$ cat config.mk
export PLATFORM = sky130hd
export DESIGN_NAME = fetch_predict_stage
export DESIGN_NICKNAME = d
export VERILOG_FILES = /design/src/rtl/fetch_predict_stage.sv
export SDC_FILE = /design/constraint.sdc
export NUM_CORES = 2
export LEC_CHECK = 0
export CORE_MARGIN = 2
export CORE_UTILIZATION = 30
export CTS_CLUSTER_DIAMETER = 60
export CTS_CLUSTER_SIZE = 40
export DETAILED_ROUTE_END_ITERATION = 12
export DONT_BUFFER_PORTS = 1
export PLACE_DENSITY = 0.44
export SYNTH_ARGS = -nofsm -noshare
export SYNTH_HDL_FRONTEND = slang
export SYNTH_SLANG_ARGS = --single-unit
$ cat constraint.sdc
create_clock -name CLK -period 25 [get_ports CLK]
set_input_delay 5 -clock CLK [delete_from_list [all_inputs] [get_ports CLK]]
set_output_delay 5 -clock CLK [all_outputs]
set_load 0.005 [all_outputs]
$ cat src/rtl/fetch_predict_stage.sv
// Fetch stage with a direct-mapped branch target buffer (2-bit counters),
// next-PC selection, F/D pipeline register and branch performance counters.
module fetch_predict_stage #(
    parameter int unsigned       XLEN        = 32,
    parameter int unsigned       BTB_ENTRIES = 16,
    parameter logic [XLEN-1:0]   RESET_PC    = '0,
    parameter int unsigned       CNT_WIDTH   = 16
) (
    input  logic                 CLK,
    input  logic                 RST,
    input  logic                 StallF,
    input  logic                 StallD,
    input  logic                 FlushD,
    input  logic [XLEN-1:0]      InstrF,
    input  logic                 BrValidE,
    input  logic [XLEN-1:0]      PCE,
    input  logic [XLEN-1:0]      TargetE,
    input  logic                 TakenE,
    input  logic                 PredTakenE,
    input  logic [XLEN-1:0]      PredTargetE,
    output logic [XLEN-1:0]      PCF,
    output logic [XLEN-1:0]      InstrD,
    output logic [XLEN-1:0]      PCD,
    output logic [XLEN-1:0]      PCPlus4D,
    output logic                 PredTakenD,
    output logic [XLEN-1:0]      PredTargetD,
    output logic                 MispredictE,
    output logic [CNT_WIDTH-1:0] BranchCount,
    output logic [CNT_WIDTH-1:0] MispredCount
);

    localparam int unsigned     IDX  = $clog2(BTB_ENTRIES);
    localparam int unsigned     TAGW = XLEN - IDX - 2;
    localparam logic [XLEN-1:0] NOP  = XLEN'(32'h0000_0013);

    logic            btb_valid  [BTB_ENTRIES];
    logic [1:0]      btb_cnt    [BTB_ENTRIES];
    logic [TAGW-1:0] btb_tag    [BTB_ENTRIES];
    logic [XLEN-1:0] btb_target [BTB_ENTRIES];

    logic [IDX-1:0]  idx_f;
    logic [IDX-1:0]  idx_e;
    logic [TAGW-1:0] tag_f;
    logic [TAGW-1:0] tag_e;
    logic            hit_f;
    logic            hit_e;
    logic            pred_taken_f;
    logic [XLEN-1:0] pred_target_f;
    logic [XLEN-1:0] pc_plus4_f;
    logic [XLEN-1:0] pc_plus4_e;
    logic [XLEN-1:0] next_pc;

    // BTB lookup at PCF and at PCE, both on pre-edge contents
    always_comb begin
        idx_f         = PCF[IDX+1:2];
        tag_f         = PCF[XLEN-1:IDX+2];
        idx_e         = PCE[IDX+1:2];
        tag_e         = PCE[XLEN-1:IDX+2];
        pc_plus4_f    = PCF + XLEN'(4);
        pc_plus4_e    = PCE + XLEN'(4);
        hit_f         = btb_valid[idx_f] && (btb_tag[idx_f] == tag_f);
        hit_e         = btb_valid[idx_e] && (btb_tag[idx_e] == tag_e);
        pred_taken_f  = hit_f && btb_cnt[idx_f][1];
        // Predicted next-fetch address carried with the instruction
        pred_target_f = pred_taken_f ? btb_target[idx_f] : pc_plus4_f;
    end

    // Resolve misprediction in Execute and pick the next fetch PC
    always_comb begin
        MispredictE = BrValidE &&
                      ((TakenE != PredTakenE) ||
                       (TakenE && PredTakenE && (TargetE != PredTargetE)));
        if (MispredictE)
            next_pc = TakenE ? TargetE : pc_plus4_e;
        else if (StallF)
            next_pc = PCF;
        else if (pred_taken_f)
            next_pc = btb_target[idx_f];
        else
            next_pc = pc_plus4_f;
    end

    // Fetch PC register
    always_ff @(posedge CLK or posedge RST) begin
        if (RST)
            PCF <= RESET_PC;
        else
            PCF <= next_pc;
    end

    // F/D pipeline register; flush (incl. redirect) overrides stall
    always_ff @(posedge CLK or posedge RST) begin
        if (RST) begin
            InstrD      <= NOP;
            PCD         <= '0;
            PCPlus4D    <= '0;
            PredTakenD  <= 1'b0;
            PredTargetD <= '0;
        end else if (FlushD || MispredictE) begin
            InstrD      <= NOP;
            PCD         <= '0;
            PCPlus4D    <= '0;
            PredTakenD  <= 1'b0;
            PredTargetD <= '0;
        end else if (!StallD) begin
            InstrD      <= InstrF;
            PCD         <= PCF;
            PCPlus4D    <= pc_plus4_f;
            PredTakenD  <= pred_taken_f;
            PredTargetD <= pred_target_f;
        end
    end

    // BTB valid bits and saturating direction counters
    always_ff @(posedge CLK or posedge RST) begin
        if (RST) begin
            for (int unsigned i = 0; i < BTB_ENTRIES; i++) begin
                btb_valid[i] <= 1'b0;
                btb_cnt[i]   <= 2'b01;
            end
        end else if (BrValidE) begin
            if (hit_e) begin
                if (TakenE) begin
                    if (btb_cnt[idx_e] != 2'b11)
                        btb_cnt[idx_e] <= btb_cnt[idx_e] + 2'd1;
                end else begin
                    if (btb_cnt[idx_e] != 2'b00)
                        btb_cnt[idx_e] <= btb_cnt[idx_e] - 2'd1;
                end
            end else if (TakenE) begin
                btb_valid[idx_e] <= 1'b1;
                btb_cnt[idx_e]   <= 2'b10;
            end
        end
    end

    // BTB tag/target storage; no reset needed since valid gates every use.
    // A taken hit rewrites the same tag, so tag and target share one enable.
    always_ff @(posedge CLK) begin
        if (!RST && BrValidE && TakenE) begin
            btb_tag[idx_e]    <= tag_e;
            btb_target[idx_e] <= TargetE;
        end
    end

    // Saturating branch and mispredict performance counters
    always_ff @(posedge CLK or posedge RST) begin
        if (RST) begin
            BranchCount  <= '0;
            MispredCount <= '0;
        end else begin
            if (BrValidE && (BranchCount != '1))
                BranchCount <= BranchCount + CNT_WIDTH'(1);
            if (MispredictE && (MispredCount != '1))
                MispredCount <= MispredCount + CNT_WIDTH'(1);
        end
    end

endmodule

==> results by stage <==
Synth:
- Each instance of the synthesized netlist takes up on average 17.1 sq um.
- In the synthesized netlist, the number of instances is 3,049.
- The share of synthesized area in the top cell type comes to 0.533.
- Counting every net in the synthesized netlist gives 3,195.
- The async set-or-reset flop fraction in the synthesized netlist is 0.205.
- The primary flip-flop cell chosen by synthesis mapping is sky130_fd_sc_hd__edfxtp_1.
- The proportion of synthesized chip area in sequential cells is 0.648.
- Yosys mapped a number of flops with a built-in enable equal to around 930.
- The total number of yosys warnings is 0.
- The mapped netlist covers 52,300 sq um.
- After synthesis, the cell types taking the most area are sky130_fd_sc_hd__edfxtp_1, sky130_fd_sc_hd__mux4_2, sky130_fd_sc_hd__dfrtp_1, sky130_fd_sc_hd__mux2i_1, sky130_fd_sc_hd__xnor2_1.
- The number of different library cells used by synthesis comes to between 70 and 80.
- The library cell with the largest summed area after synthesis is sky130_fd_sc_hd__edfxtp_1.
- The flip-flop and latch count after synthesis is 1,167.

Timing:
- For the final database, setup skew stands at 0.0666 ns.
- The setup slack after layout is 13.17 ns.
- After routing, the total negative slack on setup checks comes to 0 ns.
- In the finished design, the share of the clock period the worst path needs comes to 0.473.
- The highest clock rate is roughly 85 MHz.
- At the pin with the least slew margin, the transition time is 1.42 ns.
- Setup repair after global routing left no endpoint under its margin.
- The smallest clock period supported by the final layout is computed as 11.83 ns.
- The final number of max-transition violations is 0.
- Setup violations remaining at the end of the flow were counted as 0.
- The number of hold violations in the final report was 0.
- The worst slew margin relative to its limit is 0.0269.

Layout:
- In the final layout, the share of cells above drive strength 1 is 0.244.
- The final-layout fill cell count is 16,500.
- The net count of the finished layout is around 3,200.
- The area added between synthesis and finish is 12.6%.

GRT:
- The total global routing track utilization is 0.212.
- Entering global routing, the biggest net connects 159 pins.
- Global routing finished with a remaining overflow of 0.
- The number of antenna violations at the first check in global routing is 4.
- The first-pass GRT wire length is 264 mm.
- The via count of the first global-routing pass came to between 30,000 and 40,000.

Worst setup path:
- The number of cell instances on the worst register-to-register path is 11.
- The setup path with the least slack is of type primary input to primary output.
- In this run the critical register-to-register path is launched from PCF[2].
- The startpoint of the most critical setup path is TargetE[14].
- The critical path goes through xnor2_1, nand4_1, nor4_1, a21boi_0, o21ai_1, buf_4, inv_2.
- The arrival time of the worst setup path is roughly 6.8 ns.
- Along the worst path, the maximum fanout reaches 18.
- On the worst path, the slowest cell contributes a delay of ~0.46 ns.
- The capturing element of the worst setup path is MispredictE.
- The cell with the largest stage delay on the worst path is sky130_fd_sc_hd__nor4_1.
- Across all register-to-register paths, the minimum setup slack is approximately 19 ns.
- The critical path startpoint category is a primary input.
- At the worst endpoint, the required time is 20.00 ns.
- The reg-to-reg endpoint is PCF[16].
- The worst setup path is captured at a primary output.

Pwr:
- The leakage component of the power is just under 20 nW.
- IR analysis of the VDD net gives a maximum drop of 0.0000577 V.
- Power spread over the standard cell area amounts to roughly 86 nW/um^2.

Min path:
- The worst hold path was traced through 2 stages.
- In this run the worst hold path is classified as register to register.

Clock tree:
- Clock-pin slew was measured on the worst setup and hold paths at 0.06 ns.
- The root buffer cell is sky130_fd_sc_hd__clkbuf_16.
- The post-CTS repair timing setup buffer count is 0.
- Post-CTS repair changed the size of 0 cells.
- The longest clock path from root to sink contains 3 buffers.
- The number of H-tree branching levels is 3.
- Buffers inserted to repair hold after CTS numbered 0.
- For the worst-skew pair, the clock arrives at the later sink with an insertion delay of 0.77 ns.
- The number of clock sinks is 1,167.
- Clock tree synthesis inserted a total of 114 buffers.
- TritonCTS built the clock tree.

Route:
- Summing over every cut layer, the via total after detailed routing is approximately 31,000.
- The final routed wirelength across all metal layers is 192 mm.
- The count of routing violations after the opening detailed-route iteration is 3,167.
- The average vias per placed instance is 5.62.
- The average wire per cell in the routed design is around 35 um.
- The number of nets with antenna violations after detailed routing is 0.
- The detailed-router iteration count before antenna repair is 6.
- The number of remaining DRC errors is 0.

Floorplan:
- The y dimension of the die is 421 um.
- The die covers 178,000 sq um.
- The initial standard-cell utilization of the core is 0.301.
- The width of the die is 421 um.
- The top-level port count is 330.
- The floorplan step defined a core boundary enclosing 173,000 sq um.
- The placement row count is 153.

Flow run:
- The count of maximum capacitance violations is 1.

Status:
- The flow ran to the end, but the final reports show violations.
- The final reports fail on capacitance limit.

Place:
- Timing analysis after detailed placement gives a worst setup slack of 13.22 ns.
- The sum of net half-perimeters after detailed placement is 121 mm.
- The congestion estimate from routability-driven global placement came to 0.868.
- In this run the tool buffered the top-level ports with 0 buffer cells.
worst min path at each step:
stage / slack (ns) / from / end
2_1_floorplan: 0.45 / btb_valid[10] / btb_valid[10]
3_3_place_gp: 0.47 / btb_cnt[14] / btb_cnt[14]
3_5_place_dp: 0.47 / btb_cnt[0] / btb_cnt[0]
4_1_cts: 0.48 / btb_cnt[16] / btb_cnt[16]
5_1_grt: 0.51 / btb_cnt[0] / btb_cnt[0]
6_report: 0.48 / btb_cnt[16] / btb_cnt[16]
cells in the mapped netlist, types with 32 or more instances:
cell type,n
sky130_fd_sc_hd__edfxtp_1,928
sky130_fd_sc_hd__mux2i_1,173
sky130_fd_sc_hd__nand3_1,52
sky130_fd_sc_hd__xnor2_1,127
sky130_fd_sc_hd__mux4_2,359
sky130_fd_sc_hd__a22o_1,90
sky130_fd_sc_hd__nor3_1,61
sky130_fd_sc_hd__buf_2,36
sky130_fd_sc_hd__a221oi_1,32
sky130_fd_sc_hd__o21ai_0,74
sky130_fd_sc_hd__buf_1,33
sky130_fd_sc_hd__nor2_1,70
sky130_fd_sc_hd__inv_1,54
sky130_fd_sc_hd__nand2_1,138
sky130_fd_sc_hd__clkbuf_1,103
sky130_fd_sc_hd__a21oi_1,33
sky130_fd_sc_hd__mux2_2,48
sky130_fd_sc_hd__dfrtp_1,220
through the flow:
step                       util  std cells  total power, mW  hold WS, ns  instance area (sq um)
after floorplan               -       3049             2.87        0.451                  52300
after global placement    0.316       5228             3.21        0.467                  54800
after detailed placement  0.316       5228             3.22        0.471                  54800
after CTS                 0.340       5446             5.07        0.482                  58900
after global routing      0.340       5448             5.19        0.507                  58900
final                     0.340       5451             5.04        0.484                  58900
cell usage in the layout, fill, tap and decap left out, types with 52 or more instances in the layout:
| cell type | count |
|---|---|
| sky130_fd_sc_hd__dfrtp_1 | 216 |
| sky130_fd_sc_hd__mux4_2 | 359 |
| sky130_fd_sc_hd__edfxtp_1 | 928 |
| sky130_fd_sc_hd__nand3_1 | 52 |
| sky130_fd_sc_hd__nand2_1 | 138 |
| sky130_fd_sc_hd__mux2i_1 | 173 |
| sky130_fd_sc_hd__buf_4 | 65 |
| sky130_fd_sc_hd__o21ai_0 | 74 |
| sky130_fd_sc_hd__nor2_1 | 69 |
| sky130_fd_sc_hd__clkbuf_16 | 119 |
| sky130_fd_sc_hd__a22o_1 | 90 |
| sky130_fd_sc_hd__xnor2_1 | 127 |
| sky130_fd_sc_hd__nor3_1 | 59 |
| sky130_fd_sc_hd__inv_1 | 52 |
power breakdown:
group          leakage, nW  internal (mW)  switching, mW
registers             11.4           2.16          0.111
logic                 6.48          0.384          0.518
clock network         1.98          0.987          0.878
total                 19.8           3.53           1.51
final cells by class:
class | count | area, sq um | area share
tap | 2325 | 2910 | 0.0494
clock buffer | 125 | 3020 | 0.0513
timing repair buffer | 68 | 548 | 0.00930
antenna | 5 | 12.5 | 0.000212
clock inverter | 93 | 1070 | 0.0182
inverter | 59 | 231 | 0.00393
multi-input combinational | 1609 | 17200 | 0.292
sequential | 1167 | 33900 | 0.575
per-layer routing:
layer,wire (um),vias to the layer above,track usage,part of all wire
met4,8670,2,0.0913,0.045
met1,75800,16700,0.266,0.39
met3,12500,302,0.0392,0.065
met2,95200,1282,0.357,0.50
met5,13,-,0,0.000068
li1,-,12300,-,-
critical path: cells and delay by family:
| family | cells | cell delay [ns] |
|---|---|---|
| xor gates and xnor gates | 1 | 0.15 |
| AOI/OAI and AO/OA | 2 | 0.56 |
| and+or+nand+nor | 2 | 0.70 |
| buffers and inverters | 2 | 0.39 |
sequential cells by signal (all words and copies together) (netlist names):
register	cells
PredTakenD	1
PCF	32
PCD	32
btb_target	512
BranchCount	16
MispredCount	16
btb_valid	16
PredTargetD	32
PCPlus4D	30
btb_cnt	32
btb_tag	416
InstrD	32
logic make-up (layout without fill, tap and decap cells):
kind of cell	Yosys count	after routing	synth area share
AND/OR/NAND/NOR	456	456	0.0428
XOR/XNOR	158	158	0.0265
flip-flops	1167	1167	0.648
multiplexers	584	584	0.199
other	0	5	0
AO/OA/AOI/OAI	401	401	0.0567
buffers and inverters	273	345	0.0246
adder cells (fa/ha/maj)	10	10	0.00239
Power figures use the tool's default switching activity.
